--- src/rtl/mem_port_arbiter_pkg.sv ---
// Shared encodings for the instruction/data memory port arbiter.
package mem_port_arbiter_pkg;

  localparam int unsigned BYTE_LANES = 4;

  typedef enum logic [1:0] {
    ARB_IDLE = 2'd0,
    ARB_INST = 2'd1,
    ARB_DATA = 2'd2
  } arb_state_e;

  // last_grant encoding; also the bit index of each port in a one-hot grant
  localparam logic GRANT_INST = 1'b0;
  localparam logic GRANT_DATA = 1'b1;

endpackage

--- src/rtl/rr_grant2.sv ---
// Two-requester round-robin grant: on a conflict the port not granted last time wins.
module rr_grant2
  import mem_port_arbiter_pkg::*;
(
  input  logic [1:0] req_i,
  input  logic       last_grant_i,
  output logic [1:0] grant_o
);

  always_comb begin
    grant_o = req_i;
    if (req_i[0] && req_i[1]) begin
      grant_o = (last_grant_i == GRANT_INST) ? 2'b10 : 2'b01;
    end
  end

endmodule

--- src/rtl/mem_port_arbiter.sv ---
// Shares one single-port synchronous memory between the IF fetch port and the MEM load/store port.
module mem_port_arbiter
  import mem_port_arbiter_pkg::*;
#(
  parameter int unsigned ADDR_W = 32,
  parameter int unsigned DATA_W = 32
) (
  input  logic                  clk,
  input  logic                  rst,
  input  logic                  inst_req,
  input  logic [ADDR_W-1:0]     inst_addr,
  output logic [DATA_W-1:0]     inst_rdata,
  output logic                  inst_ready,
  input  logic                  data_req,
  input  logic [BYTE_LANES-1:0] data_sel,
  input  logic [ADDR_W-1:0]     data_addr,
  input  logic [DATA_W-1:0]     data_wdata,
  output logic [DATA_W-1:0]     data_rdata,
  output logic                  data_ready,
  output logic                  mem_en,
  output logic [BYTE_LANES-1:0] mem_we,
  output logic [ADDR_W-1:0]     mem_addr,
  output logic [DATA_W-1:0]     mem_wdata,
  input  logic [DATA_W-1:0]     mem_rdata,
  output logic                  stall
);

  arb_state_e state_q;
  logic       last_grant_q;
  logic       inst_pend;
  logic       data_pend;
  logic [1:0] grant;

  // Readies are masked while reset is low so an abandoned access never completes.
  assign inst_ready = rst && (state_q == ARB_INST);
  assign data_ready = rst && (state_q == ARB_DATA);
  assign inst_rdata = inst_ready ? mem_rdata : '0;
  assign data_rdata = data_ready ? mem_rdata : '0;

  assign inst_pend = rst && inst_req && !inst_ready;
  assign data_pend = rst && data_req && !data_ready;

  assign stall = (inst_req && !inst_ready) || (data_req && !data_ready);

  rr_grant2 u_rr_grant2 (
    .req_i        ({data_pend, inst_pend}),
    .last_grant_i (last_grant_q),
    .grant_o      (grant)
  );

  // Memory command follows the grant in the same cycle.
  always_comb begin
    mem_en    = 1'b0;
    mem_we    = '0;
    mem_addr  = '0;
    mem_wdata = '0;
    if (grant[GRANT_DATA]) begin
      mem_en    = 1'b1;
      mem_we    = data_sel;
      mem_addr  = data_addr;
      mem_wdata = data_wdata;
    end else if (grant[GRANT_INST]) begin
      mem_en   = 1'b1;
      mem_addr = inst_addr;
    end
  end

  always_ff @(posedge clk) begin
    if (!rst) begin
      state_q      <= ARB_IDLE;
      last_grant_q <= GRANT_INST;
    end else if (grant[GRANT_DATA]) begin
      state_q      <= ARB_DATA;
      last_grant_q <= GRANT_DATA;
    end else if (grant[GRANT_INST]) begin
      state_q      <= ARB_INST;
      last_grant_q <= GRANT_INST;
    end else begin
      state_q <= ARB_IDLE;
    end
  end

endmodule
--- config.mk ---
export PLATFORM = sky130hd
export DESIGN_NAME = mem_port_arbiter
export DESIGN_NICKNAME = d
export VERILOG_FILES = /design/src/rtl/mem_port_arbiter_pkg.sv /design/src/rtl/rr_grant2.sv /design/src/rtl/mem_port_arbiter.sv
export SDC_FILE = /design/constraint.sdc
export NUM_CORES = 1
export LEC_CHECK = 0
export BUFFER_PORTS_ARGS = -buffer_cell sky130_fd_sc_hd__buf_2
export CAP_MARGIN = 20
export CORE_AREA = 2 2 106 108
export CTS_BUF_LIST = sky130_fd_sc_hd__clkbuf_8 sky130_fd_sc_hd__clkbuf_16
export CTS_CLUSTER_SIZE = 25
export DETAILED_ROUTE_END_ITERATION = 10
export DIE_AREA = 0 0 108 110
export SLEW_MARGIN = 15
export SYNTH_ARGS = -nofsm -noshare
export SYNTH_HDL_FRONTEND = slang
export SYNTH_HIERARCHICAL = 1
export SYNTH_SLANG_ARGS = --single-unit
export TNS_END_PERCENT = 10
--- constraint.sdc ---
create_clock -name clk -period 1.9 [get_ports clk]
set_input_delay 0.095 -clock clk [delete_from_list [all_inputs] [get_ports clk]]
set_output_delay 0.095 -clock clk [all_outputs]
set_load 0.02 [all_outputs]
==> flow_metrics.env <==
export IMPL_crit_buf_inv=2
export IMPL_die_w_um=108
export IMPL_cts_sink_count=3
export IMPL_synth_seq_cells=3
export IMPL_routed_wl_mm=8.37
export IMPL_ant_nets=0
export IMPL_worstPathMaxFanout=8
export IMPL_required_ps=1800
export IMPL_wl_per_cell_um=13.6
export IMPL_max_freq_mhz=519
export IMPL_rsz0062_at_grt="true"
export IMPL_fin_ws_ps=-25.3
export IMPL_worst_setup_path_type="register to output port"
export IMPL_die_area_um2=11900
export IMPL_hpwl_mm=5.66
export IMPL_p_leak_uw=0.00189
export IMPL_drc=0
export IMPL_synth_cells=210
export IMPL_placedInstanceArea_um2=2660
export IMPL_slew_headroom_pct=75.7
export IMPL_grt_overflow=0
export IMPL_ys_warn_count=6
export IMPL_synth_compound_area_share_pct=26.2
export IMPL_critPathArrivalTime_ps=1830
export IMPL_synth_simple_area_share_pct=56.0
export IMPL_worstMarginPinSlew_ps=364
export IMPL_start_util_pct=11.2
export IMPL_clockRootBuffer="clkbuf_8"
export IMPL_grt_pass1_wl_mm=9.60
export IMPL_synth_nets=346
export IMPL_power_density_nw_per_um2=310
export IMPL_synthMuxAreaShare_pct=0
export IMPL_yosysTopAreaCell="a22o_1"
export IMPL_antenna_found_initial=1
export IMPL_antenna_cells=0
export IMPL_endpoint_kind="output port"
export IMPL_fin_util_pct=29.9
export IMPL_clockBufferDepth=2
export IMPL_finalHoldViolCount=0
export IMPL_io_buffers=271
export IMPL_synth_top_family_by_area="simple AND/OR/NAND/NOR gates"
export IMPL_vias=2436
export IMPL_final_area_um2=3200
export IMPL_synth_cell_area_um2=1200
export IMPL_clkLatencyLatePin_ps=220
export IMPL_hold_class="input port to register"
export IMPL_cts_tree="built"
export IMPL_period_needed_ps=1930
export IMPL_status="finished, violations left"
export IMPL_cts_inserted_buffers=3
export IMPL_cts_clk_slew_worst_paths_ps=30
export IMPL_die_h_um=110
export IMPL_htree_levels=1
export IMPL_failed_checks="negative setup slack"
export IMPL_synth_top_cell_area_share_pct=23.4
export IMPL_netSwitchingPower_uw=417
export IMPL_crit_chain="nand2b_1 -> and3_4 -> a21boi_4 -> nor2b_4 -> buf_12 -> a22o_4 -> buf_6"
export IMPL_startpoint_type="register"
export IMPL_synth_area_leaders="a22o_1 (23%), nor2_1 (21%), and2_1 (20%), nand2_1 (10%), buf_2 (5.0%)"
export IMPL_area_growth_pct=168
export IMPL_power_frac_seq_pct=7.0
export IMPL_critPathSlowestCell="dfxtp_2"
export IMPL_max_cap_viol_count=0
export IMPL_setup_viol=22
export IMPL_synth_xor_area_share_pct=0
export IMPL_ir_drop_uv=146
export IMPL_yosys_area_share_adder_pct=0
export IMPL_first_pass_iters=4
export IMPL_switching_share_pct=42.0
export IMPL_first_iter_violations=100
export IMPL_maxSlewViolCount=0
export IMPL_internal_power_uw=576
export IMPL_rows=38
export IMPL_pwr_share_comb_pct=74.1
export IMPL_worst_path_dominant_cell_family="compound AO/OA/AOI/OAI gates"
export IMPL_fin_crit_sh_pct=101
export IMPL_nets=614
export IMPL_clock_power_share_pct=18.9
export IMPL_io_pins=272
export IMPL_coreArea_um2=10700
export IMPL_max_stage_delay_ps=330
export IMPL_fin_worst_skew_ps=1.29
export IMPL_vias_per_cell=3.95
export IMPL_synth_avg_cell_area_um2=5.70
export IMPL_grt_max_degree=36
export IMPL_fin_tns_setup_ps=-256
export IMPL_grtUsageTotal_pct=10.3
export IMPL_synth_distinct_cells=20
export IMPL_drive_above_1_share_pct=62.9
export IMPL_grt_pass1_vias=1888
export IMPL_pre_cts_ws_ps=119
export IMPL_gp_congestion=0.758
export IMPL_seq_area_frac_synth_pct=5.02
## power by group through the flow
stage	clock [uW]	sequential, uW	combinational (uW)
after floorplan	0	68.9	321
after global placement	0	70.2	577
after detailed placement	0	70.4	576
after CTS	190	69.7	597
after global routing	196	70.4	790
final	188	69.9	736
## registers in the layout, summed over array words and instances, names as in the netlist
register	flops
state_q	2
last_grant_q	1
## routing by layer
metal | vias up | track usage [%] | share of wire [%]
met5 | - | 0 | 0
met4 | 0 | 3.21 | 1.0
met3 | 7 | 1.76 | 6.5
met2 | 117 | 16.1 | 51
met1 | 1092 | 14.3 | 41
li1 | 1220 | - | -
## synth_stat cells
cell / count
buf_4: 1
buf_2: 12
nor2b_2: 1
o21a_1: 1
inv_1: 2
a22o_1: 32
dfxtp_1: 3
nand2_1: 32
or2_2: 2
nor2b_1: 1
a21boi_1: 1
nand4bb_1: 1
clkbuf_1: 6
and2_1: 38
nand2b_1: 2
a21boi_0: 1
nor2_1: 66
buf_6: 5
o311a_1: 1
and3_1: 2
## cell families (layout without fill, tap and decap cells)
| logic type | Yosys count | count (layout) |
|---|---|---|
| AOI/OAI and AO/OA | 36 | 36 |
| and+or+nand+nor | 145 | 145 |
| buffers and inverters | 26 | 293 |
| DFF | 3 | 3 |
## final cells by class
class / instances / area [um2]
fillers: 1189 / 7490
repair buffers: 287 / 1880
multi-input cells: 181 / 1030
well taps: 140 / 175
flip-flops and latches: 3 / 62.6
clock buffers: 3 / 41.3
inverters: 2 / 7.51
clock inverters: 1 / 3.75
## cells in the final DEF, fill, tap and decap left out, drive strengths merged
master and count:
clkbuf 7, buf 283, o311a 1, and3 2, a22o 32, inv 3
nor2 66, nand2b 2, nand2 32, nand4bb 1, o21a 1, and2 38
dfxtp 3, nor2b 2, or2 2, a21boi 2
## per-stage QoR
step	hold slack [ps]	instances	total power, uW
floorplan	342	210	390
global placement	420	602	647
detailed placement	411	602	647
CTS	179	608	857
global route	189	617	1060
finish	174	617	993
## path summary, 6_finish.rpt
kind | startpoint | to | slack, ps | cells past startpoint
worst min-delay path | rst | last_grant_q | 170 | 2
worst min register to register | last_grant_q | last_grant_q | 670 | 2
worst max register to register | state_q[0] | state_q[0] | 540 | 5
worst max-delay path | state_q[0] | mem_addr[2] | -30 | 7
## repair_timing
action,4_1_cts,5_1_grt
cloned,1,5
buffers inserted,1,4
resized for setup,4,102
pin swaps,0,6
hold buffers,0,0
setup endpoints to repair,32,67
Note: power is estimated with default switching activity, not from simulation.
